<file path="config.mk">
export PLATFORM = sky130hd
export DESIGN_NAME = dist_packet_reader
export DESIGN_NICKNAME = d
export VERILOG_FILES = /design/src/rtl/dist_pkg.sv /design/src/rtl/pkt_byte_fifo.sv /design/src/rtl/dist_packet_reader.sv
export SDC_FILE = /design/constraint.sdc
export NUM_CORES = 1
export LEC_CHECK = 0
export CORE_ASPECT_RATIO = 1.2
export CORE_MARGIN = 1.5
export CORE_UTILIZATION = 50
export DETAILED_ROUTE_END_ITERATION = 6
export GPL_ROUTABILITY_DRIVEN = 0
export PLACE_DENSITY = 0.72
export SLEW_MARGIN = 40
export SYNTH_ARGS = -nofsm -noshare
export SYNTH_HDL_FRONTEND = slang
export SYNTH_SLANG_ARGS = --single-unit
export TNS_END_PERCENT = 100
</file>
<file path="constraint.sdc">
create_clock -name i_clk_50m -period 3.7 [get_ports i_clk_50m]
set_input_delay 0.74 -clock i_clk_50m [delete_from_list [all_inputs] [get_ports i_clk_50m]]
set_output_delay 0.74 -clock i_clk_50m [all_outputs]
set_load 0.01 [all_outputs]
</file>
<file path="src/rtl/dist_pkg.sv">
// Shared definitions for the distance packet drain path: telegram framing
// constants, reader FSM states, captured packet descriptor and header mux.
package dist_pkg;

   localparam logic [15:0] SYNC_WORD    = 16'hA55A;
   localparam int          HDR_BYTES    = 9;
   localparam int          BYTES_PER_PT = 4;
   localparam int          MAX_PTS      = 256;
   localparam int          FIFO_DEPTH   = 4;
   localparam int          FIFO_W       = 10;

   typedef enum logic [2:0] {
      ST_IDLE,
      ST_HDR,
      ST_PAY,
      ST_CHK,
      ST_DRAIN
   } state_t;

   // Everything sampled alongside a make pulse; pts is already clamped.
   typedef struct packed {
      logic        bank;
      logic [15:0] pts;
      logic [15:0] scan;
      logic [7:0]  tel_no;
      logic [15:0] angle;
   } pkt_info_t;

   function automatic logic [15:0] clamp_pts(input logic [15:0] points);
      return (points > 16'(MAX_PTS)) ? 16'(MAX_PTS) : points;
   endfunction

   // Header byte by position, MSB-first for all multi-byte fields.
   function automatic logic [7:0] hdr_byte(input logic [3:0] idx, input pkt_info_t info);
      logic [7:0] b;
      case (idx)
         4'd0:    b = SYNC_WORD[15:8];
         4'd1:    b = SYNC_WORD[7:0];
         4'd2:    b = info.tel_no;
         4'd3:    b = info.scan[15:8];
         4'd4:    b = info.scan[7:0];
         4'd5:    b = info.angle[15:8];
         4'd6:    b = info.angle[7:0];
         4'd7:    b = info.pts[15:8];
         4'd8:    b = info.pts[7:0];
         default: b = 8'h00;
      endcase
      return b;
   endfunction

endpackage

</file>
<file path="src/rtl/pkt_byte_fifo.sv">
// Small synchronous FIFO holding tagged stream bytes ({sop, eop, data}).
// DEPTH must be a power of two so the pointers wrap naturally.
module pkt_byte_fifo #(
   parameter int DEPTH = 4,
   parameter int W     = 10,
   localparam int AW   = $clog2(DEPTH),
   localparam int CW   = $clog2(DEPTH + 1)
) (
   input  logic          clk,
   input  logic          rst,
   input  logic          push,
   input  logic [W-1:0]  push_data,
   input  logic          pop,
   output logic [W-1:0]  pop_data,
   output logic [CW-1:0] count,
   output logic          empty
);

   logic [W-1:0]  mem [DEPTH];
   logic [AW-1:0] wr_ptr;
   logic [AW-1:0] rd_ptr;

   // Storage array; no reset needed, contents only observed when count > 0.
   always_ff @(posedge clk) begin
      if (push) mem[wr_ptr] <= push_data;
   end

   // Pointers and occupancy.
   always_ff @(posedge clk) begin
      if (rst) begin
         wr_ptr <= '0;
         rd_ptr <= '0;
         count  <= '0;
      end else begin
         if (push) wr_ptr <= wr_ptr + AW'(1);
         if (pop)  rd_ptr <= rd_ptr + AW'(1);
         count <= count + CW'(push) - CW'(pop);
      end
   end

   assign pop_data = mem[rd_ptr];
   assign empty    = (count == '0);

endmodule

</file>
<file path="src/rtl/dist_packet_reader.sv">
// Drain side of the distance ping-pong RAM: frames header + payload + XOR
// checksum for each closed bank and streams it over valid/ready.
//
//  state    | meaning
//  ---------+-----------------------------------------------------------
//  ST_IDLE  | nothing in progress; waits for make or a pending packet
//  ST_HDR   | pushing the 9 header bytes
//  ST_PAY   | issuing RAM reads; returned bytes pushed one cycle later
//  ST_CHK   | landing the last read, then pushing the checksum byte
//  ST_DRAIN | waiting for the FIFO to empty before the next telegram
module dist_packet_reader
   import dist_pkg::*;
(
   input  logic        i_clk_50m,
   input  logic        i_rst,
   input  logic        i_packet_make,
   input  logic        i_packet_pingpang,
   input  logic [15:0] i_packet_points,
   input  logic [15:0] i_scan_counter,
   input  logic [7:0]  i_telegram_no,
   input  logic [15:0] i_first_angle,
   output logic [10:0] o_packet_rdaddr,
   input  logic [7:0]  i_packet_rddata,
   output logic [7:0]  o_tx_data,
   output logic        o_tx_valid,
   input  logic        i_tx_ready,
   output logic        o_tx_sop,
   output logic        o_tx_eop,
   output logic        o_busy,
   output logic        o_len_err,
   output logic [7:0]  o_drop_cnt
);

   state_t      state_q, state_d;
   pkt_info_t   cur, pend, mk;
   logic        pend_valid;
   logic        pend_take;
   logic [3:0]  hdr_idx;
   logic [10:0] rd_cnt;
   logic [10:0] n_bytes;
   logic        rd_vld;
   logic        rd_issue;
   logic [7:0]  csum;
   logic        enter_hdr;

   logic              push;
   logic [FIFO_W-1:0] push_data;
   logic              pop;
   logic [FIFO_W-1:0] head;
   logic [2:0]        fifo_count;
   logic              fifo_empty;
   logic [2:0]        occupancy;
   logic              room1;
   logic              room2;

   assign mk.bank   = i_packet_pingpang;
   assign mk.pts    = clamp_pts(i_packet_points);
   assign mk.scan   = i_scan_counter;
   assign mk.tel_no = i_telegram_no;
   assign mk.angle  = i_first_angle;

   assign n_bytes   = cur.pts[10:0] * 11'(BYTES_PER_PT);

   // Reads in flight hold a FIFO slot so returning RAM data never overflows.
   assign occupancy = fifo_count + {2'b00, rd_vld};
   assign room1     = (occupancy < 3'd4);
   assign room2     = (occupancy < 3'd3);
   assign enter_hdr = (state_d == ST_HDR) && (state_q != ST_HDR);

   // FSM state register.
   always_ff @(posedge i_clk_50m) begin
      if (i_rst) state_q <= ST_IDLE;
      else       state_q <= state_d;
   end

   // Next state, FIFO push selection and RAM read issue.
   always_comb begin
      state_d   = state_q;
      push      = 1'b0;
      push_data = '0;
      rd_issue  = 1'b0;
      pend_take = 1'b0;
      case (state_q)
         ST_IDLE: begin
            if (pend_valid) begin
               pend_take = 1'b1;
               state_d   = ST_HDR;
            end else if (i_packet_make) begin
               state_d = ST_HDR;
            end
         end
         ST_HDR: begin
            if (room1) begin
               push      = 1'b1;
               push_data = {(hdr_idx == 4'd0), 1'b0, hdr_byte(hdr_idx, cur)};
               if (hdr_idx == 4'(HDR_BYTES - 1)) begin
                  if (n_bytes == 11'd0) begin
                     state_d = ST_CHK;
                  end else begin
                     // Fire the first read alongside the last header byte so
                     // the payload follows the header without a bubble.
                     rd_issue = room2;
                     state_d  = (room2 && n_bytes == 11'd1) ? ST_CHK : ST_PAY;
                  end
               end
            end
         end
         ST_PAY: begin
            if (rd_vld) begin
               push      = 1'b1;
               push_data = {2'b00, i_packet_rddata};
            end
            if (room1) begin
               rd_issue = 1'b1;
               if (rd_cnt == n_bytes - 11'd1) state_d = ST_CHK;
            end
         end
         ST_CHK: begin
            if (rd_vld) begin
               push      = 1'b1;
               push_data = {2'b00, i_packet_rddata};
            end else if (room1) begin
               push      = 1'b1;
               push_data = {1'b0, 1'b1, csum};
               state_d   = ST_DRAIN;
            end
         end
         ST_DRAIN: begin
            if (fifo_empty) begin
               if (pend_valid) begin
                  pend_take = 1'b1;
                  state_d   = ST_HDR;
               end else begin
                  state_d = ST_IDLE;
               end
            end
         end
         default: state_d = ST_IDLE;
      endcase
   end

   // Make capture: current slot, single pending slot, or drop counter.
   always_ff @(posedge i_clk_50m) begin
      if (i_rst) begin
         cur        <= '0;
         pend       <= '0;
         pend_valid <= 1'b0;
         o_drop_cnt <= 8'd0;
         o_len_err  <= 1'b0;
      end else begin
         if (i_packet_make && (i_packet_points > 16'(MAX_PTS))) o_len_err <= 1'b1;
         if (pend_take) begin
            // Pending slot frees this cycle, so a coincident make refills it.
            cur        <= pend;
            pend_valid <= i_packet_make;
            if (i_packet_make) pend <= mk;
         end else if (i_packet_make) begin
            if (state_q == ST_IDLE) begin
               cur <= mk;
            end else if (!pend_valid) begin
               pend       <= mk;
               pend_valid <= 1'b1;
            end else if (o_drop_cnt != 8'hFF) begin
               o_drop_cnt <= o_drop_cnt + 8'd1;
            end
         end
      end
   end

   // Header/read counters, read-return tracking and running checksum.
   always_ff @(posedge i_clk_50m) begin
      if (i_rst) begin
         hdr_idx <= 4'd0;
         rd_cnt  <= 11'd0;
         rd_vld  <= 1'b0;
         csum    <= 8'd0;
      end else begin
         rd_vld <= rd_issue;
         if (enter_hdr) begin
            hdr_idx <= 4'd0;
            rd_cnt  <= 11'd0;
            csum    <= 8'd0;
         end else begin
            if (state_q == ST_HDR && push) hdr_idx <= hdr_idx + 4'd1;
            if (rd_issue) rd_cnt <= rd_cnt + 11'd1;
            if (push)     csum   <= csum ^ push_data[7:0];
         end
      end
   end

   pkt_byte_fifo #(
      .DEPTH (FIFO_DEPTH),
      .W     (FIFO_W)
   ) u_fifo (
      .clk       (i_clk_50m),
      .rst       (i_rst),
      .push      (push),
      .push_data (push_data),
      .pop       (pop),
      .pop_data  (head),
      .count     (fifo_count),
      .empty     (fifo_empty)
   );

   assign pop             = !fifo_empty && i_tx_ready;
   assign o_tx_valid      = !fifo_empty;
   assign o_tx_data       = fifo_empty ? 8'h00 : head[7:0];
   assign o_tx_sop        = !fifo_empty && head[9];
   assign o_tx_eop        = !fifo_empty && head[8];
   assign o_packet_rdaddr = {cur.bank, rd_cnt[9:0]};
   assign o_busy          = (state_q != ST_IDLE) || pend_valid;

endmodule

</file>
==> out/results.ini, run 1 <==
[clock_network]
htree_levels = 4
root_buffer = clkbuf_16
insertion_delay_ps = 440
ctsResizeCount = 0
cts_sinks = 200
cts_max_path_buffers = 2
post_cts_buffers = 0
cts_inserted_buffers = 17
clk_pin_slew_ps = 70
cts_hold_buf = 0
cts_tree = done

[setup_path]
worst-r2r-cell-count = 7
crit_chain = mux4_2, and2_1, clkdlybuf4s50_1
critPathCaptureType = primary output
arrival_ps = 2410
startpoint_type = flop
slowest_stage = dfxtp_1
cp_slowest_stage_delay_ps = 740
path_max_fanout = 10
crit_type = reg2out
crit_required_ps = 2960

[placement]
place_hpwl_um = 14300
io_buffers = 100

[cells_and_area]
syn_to_final_growth_pct = 18.0
diodes = 0
drive_gt1_frac = 0.0656
fin_nets = 1155

[sta]
finalSetupTns_ps = 0
tightest_slew_ps = 763
rsz0062_at_grt = no
fin_crit_sh = 0.851
clock_skew_ps = 7.37
final_hold_viol_count = 0
fmax_mhz = 318
fin_hold_ws_ps = 455
slew_violations = 0
finalSetupViolations = 0
fin_crit_ps = 3150
slew-limit-headroom = 0.491

[detailed_routing]
via_per_inst = 5.71
num_vias = 7436
drt_iter0_drc = 527
wl_per_cell_um = 16.1
ant_nets = 0
drc = 0
dr.pass1.iters = 6
routed_wl_um = 21000

[run]
cap_violations = 0

[die]
start_util = 0.516
placementRows = 53
io_pins = 101
die_h_um = 151
die_x_um = 126
die_area_um2 = 19100
coreArea_um2 = 17700

[yosys]
synth_cells = 1021
synth_async_sr_flop_share = 0
synth_flop_cell = dfxtp_1
synth.distinct_cells = 65
syn-cell-area_um2 = 9140
synth_top_area_cell = dfxtp_1
yosys.cell_count.top_type = nand2_1
ys_seq_area_frac = 0.482
synthTopCellsByCount = nand2_1 (213), dfxtp_1 (160), a21oi_1 (83), nor2_1 (83), clkbuf_1 (49)
ys_top_cells_by_area = dfxtp_1 (35%), edfxtp_1 (13%), nand2_1 (8.7%)
ys_ff_latch = 200
synth.avg_cell_area_um2 = 8.95
ys_warn_count = 0
synth_edf_count = 40
syn_nets = 1106
synth_top_area_frac = 0.351

[global_route]
grt.total_usage = 0.229
grt_max_degree = 72
grt_pass1_wl_um = 34700
antenna_found_initial = 0
overflow = 0
grt_pass1_vias = 6869

[power]
power_density_nw_per_um2 = 500
internal-power_mw = 3.90
switching_share = 0.276
peakVddDrop_mv = 0.419
power.total_mw = 5.38
p_seq_frac = 0.462
p_leak_nw = 3.85
clkPwrFrac = 0.357
p_sw_mw = 1.48
power_frac_comb = 0.181

[min_path]
hold_path_depth = 2
hp-class = reg2reg

[run_status]
status = completed

-- final timing paths --
| path | start | endpoint | slack, ps |
|---|---|---|---|
| setup / recovery | flop | o_tx_data[0] | 550 |
| hold reg to reg | pend[7]$_SDFFE_PP0P_ | pend[7]$_SDFFE_PP0P_ | 450 |
| setup reg to reg | hdr_idx[0]$_SDFFE_PP0P_ | u_fifo.mem[3][2]$_DFFE_PP_ | 910 |
| hold / removal | pend[7]$_SDFFE_PP0P_ | pend[7]$_SDFFE_PP0P_ | 450 |
-- area by class of cell --
class / instances / area (um2)
fill: 1505 / 6930
sequential: 200 / 4400
multi-input combinational: 713 / 4260
timing repair buffer: 116 / 1140
clock buffer: 17 / 425
tap: 220 / 275
clock inverter: 15 / 184
inverter: 22 / 82.6
-- metal layers --
metal  vias to the layer above  global-route usage  share of wire
met3                        37              0.0353          0.047
met1                      3503               0.290           0.43
met5                         -                   0              0
li1                       3688                   -              -
met4                         0              0.0948          0.030
met2                       208               0.391           0.49
-- layout by cell type (no fill, tap or decap), drive strengths merged, types with 6 or more instances in the layout --
| cell | Yosys | layout |
|---|---|---|
| inv | 22 | 29 |
| mux2i | 9 | 9 |
| nand3 | 27 | 27 |
| a222oi | 10 | 10 |
| and3 | 12 | 12 |
| clkdlybuf4s50 | 0 | 99 |
| nand2b | 8 | 8 |
| nand4 | 8 | 8 |
| a22oi | 6 | 6 |
| nor4 | 10 | 10 |
| and2 | 19 | 19 |
| nor2b | 12 | 12 |
| edfxtp | 40 | 40 |
| ha | 15 | 15 |
| mux4 | 10 | 10 |
| or3 | 9 | 9 |
| buf | 37 | 17 |
| clkbuf | 49 | 17 |
| xnor2 | 27 | 27 |
| nand2 | 213 | 213 |
| dfxtp | 160 | 160 |
| nor3 | 6 | 6 |
| a311oi | 41 | 41 |
| o21ai | 26 | 26 |
| nor2 | 84 | 84 |
| a21oi | 84 | 84 |
| nand3b | 6 | 6 |
| xor2 | 7 | 7 |
-- logic make-up (layout without fill, tap and decap cells) --
kind of cell	after synthesis	in the layout	synth area share
xor gates and xnor gates	34	34	0.0326
DFF	200	200	0.482
adders and majority gates	16	16	0.0227
and+or+nand+nor	431	431	0.215
AOI/OAI and AO/OA	211	211	0.156
muxes	21	21	0.0370
buffers and inverters	108	170	0.0546
-- state kept, by name (all words and copies together) (netlist names), named ones only --
register and flops:
u_fifo.mem 40, state_q 3, u_fifo.count 3, hdr_idx 4, o_packet_rdaddr 1, u_fifo.wr_ptr 2, rd_vld 1, o_drop_cnt 8
csum 8, u_fifo.rd_ptr 2, pend 57, pend_valid 1, cur 56, rd_cnt 11, o_len_err 1
-- through the flow --
stage          cell area, um2  utilization  setup WS, ps  std cells
2_1_floorplan            9140            -          1070       1021
3_3_place_gp            10200        0.574           922       1271
3_5_place_dp            10200        0.574           906       1271
4_1_cts                 10800        0.609           493       1303
5_1_grt                 10800        0.609           403       1303
6_report                10800        0.609           553       1303
-- power groups by stage --
stage / registers [mW] / logic (mW) / clock network (mW)
CTS: 2.49 / 0.984 / 1.95
detailed placement: 2.54 / 0.980 / 0
finish: 2.49 / 0.974 / 1.92
global placement: 2.54 / 0.964 / 0
global route: 2.51 / 1.08 / 2.05
floorplan: 2.48 / 0.653 / 0
-- critical path: cells and delay by family (launching register included) --
family	cells	cell delay (ps)
DFF	1	740
muxes	1	590
buffers and inverters	1	470
and+or+nand+nor	1	160
No activity file was read; power rests on OpenSTA's default activity.
==> inputs of run 2 (changes only) <==
- PLACE_DENSITY: 0.72 -> 0.75
- REMOVE_ABC_BUFFERS: not set -> 1
- clock period: 3.7 -> 2.7 ns (I/O delays scaled with it)
==> run 2 against run 1 <==
Compared with the run above: critical path depth up 1; sequential power up 36%; routed wire length up 1.1%; final area up 1.7%; total power up 37%; count of clock-buffer cells in the layout up 4; critical endpoint is now o_tx_data[7]; largest cell class unchanged; highest routed layer unchanged.
==> out/results.ini, run 2 (same netlist as run 1, synthesis figures left out) <==
[power]
power.total_mw = 7.39
switching_share = 0.262
p_leak_nw = 3.99
peakVddDrop_mv = 0.423
clkPwrFrac = 0.346
p_sw_mw = 1.94
internal-power_mw = 5.45
power_frac_comb = 0.196
power_density_nw_per_um2 = 674
p_seq_frac = 0.458

[setup_path]
worst-r2r-cell-count = 8
path_max_fanout = 10
arrival_ps = 2110
startpoint_type = flop
r2r_slack_ps = 250
r2r_end = rd_cnt[10]$_SDFFE_PP0P_
r2r-start = hdr_idx[0]$_SDFFE_PP0P_
crit_required_ps = 2160
crit_type = reg2out
critPathCaptureType = primary output

[run]
cap_violations = 0

[clock_network]
root_buffer = clkbuf_16
cts_hold_buf = 0
cts_tree = done
htree_levels = 4
clk_pin_slew_ps = 70
insertion_delay_ps = 440
cts_sinks = 200
cts_max_path_buffers = 2
cts_inserted_buffers = 17

[die]
coreArea_um2 = 17700
io_pins = 101
placementRows = 53
start_util = 0.516
die_h_um = 151
die_x_um = 126
die_area_um2 = 19100

[sta]
fmax_mhz = 378
fin_crit_ps = 2650
finalSetupViolations = 0
fin_crit_sh = 0.980
rsz0062_at_grt = no
slew_violations = 0
final_hold_viol_count = 0
slew-limit-headroom = 0.594
clock_skew_ps = 12.9
tightest_slew_ps = 608
finalSetupTns_ps = 0

[global_route]
grt_pass1_vias = 6823
overflow = 0
antenna_found_initial = 0
grt_max_degree = 69
grt_pass1_wl_um = 34500
grt.total_usage = 0.226

[detailed_routing]
dr.pass1.iters = 6
wl_per_cell_um = 16.1
drt_iter0_drc = 649
via_per_inst = 5.70
drc = 0
num_vias = 7531
routed_wl_um = 21300
ant_nets = 0

[placement]
place_hpwl_um = 14200
io_buffers = 100

[cells_and_area]
top_register = pend
largest_reg_flops = 57
largestRegisters = pend: 57 flops, cur: 56 flops, u_fifo.mem: 40 flops
final_common_cell = nand2_1
drive_gt1_frac = 0.0808
syn_to_final_growth_pct = 20.0
diodes = 0
fin_nets = 1174
mostFrequentLayoutCells = nand2_1 (213), dfxtp_1 (159), clkdlybuf4s50_1 (97)
fill_cells = 1493

[min_path]
hold_path_depth = 2
whs_endpoint = pend[0]$_SDFFE_PP0P_
hp-class = reg2reg
hold_start = pend[0]$_SDFFE_PP0P_

[run_status]
status = completed

==> run 2: cell count changes in the layout (fill, tap and decap cells not counted), moves of 3 or more <==
cell	delta
clkinv_2	+3
buf_4	+15
buf_12	+4
inv_8	-5
==> run 2: how the worst max path moves through the flow <==
| stage | endpoint | cells after the start | from | slack, ps |
|---|---|---|---|---|
| after CTS | o_tx_eop | 4 | flop | 9 |
| after detailed placement | u_fifo.count[2]$_SDFF_PP0_ | 10 | i_tx_ready | 220 |
| final | o_tx_data[7] | 4 | flop | 50 |
| after floorplan | state_q[0]$_SDFF_PP0_ | 5 | u_fifo.count[2]$_SDFF_PP0_ | -810 |
| after global routing | o_tx_data[7] | 4 | flop | 0.5 |
| after global placement | u_fifo.count[2]$_SDFF_PP0_ | 10 | i_tx_ready | 220 |
==> run 2: cell type report <==
| cell class | count | area [um2] | area share |
|---|---|---|---|
| sequential | 200 | 4410 | 0.402 |
| multi-input combinational | 713 | 4270 | 0.389 |
| timing repair buffer | 135 | 1340 | 0.122 |
| clock buffer | 21 | 472 | 0.0430 |
| tap | 220 | 275 | 0.0251 |
| clock inverter | 11 | 121 | 0.0111 |
| inverter | 22 | 82.6 | 0.00753 |
==> run 2: power by group through the flow <==
stage               combinational (mW)  sequential, mW  clock (mW)
CTS                               1.44            3.38        2.59
finish                            1.45            3.38        2.55
detailed placement                1.42            3.45           0
global route                      1.60            3.40        2.70
floorplan                        0.793            3.43           0
global placement                  1.41            3.44           0
==> run 2: worst max-delay path, cell delays in order, from the launching register on <==
cell	delay, ps
dfxtp_1	370
buf_12	160
mux4_2	510
and2_1	170
clkdlybuf4s50_1	470
==> run 2: what timing repair did <==
action	in CTS	in global routing
setup endpoints to repair	7	8
resized for setup	2	5
buffers inserted	0	2
==> run 2: metal layers <==
layer	GRT usage	share of wire
met4	0.0914	0.028
met5	0	0
met3	0.0392	0.046
met2	0.378	0.49
met1	0.294	0.44
==> run 2: metrics by stage <==
step | instance area (um2) | std cells | worst slack, ps | hold WS (ps) | util
finish | 11000 | 1322 | 54.1 | 455 | 0.619
global route | 11000 | 1322 | 0.470 | 468 | 0.619
CTS | 10900 | 1320 | 9.22 | 455 | 0.618
detailed placement | 10300 | 1288 | 224 | 444 | 0.584
global placement | 10300 | 1288 | 222 | 437 | 0.584
floorplan | 8720 | 935 | -805 | 423 | -
==> inputs of run 3 (changes only) <==
- CTS_CLUSTER_SIZE: not set -> 40
==> results of run 3 <==
Final layout, timing and power as in run 2 (identical DEF).
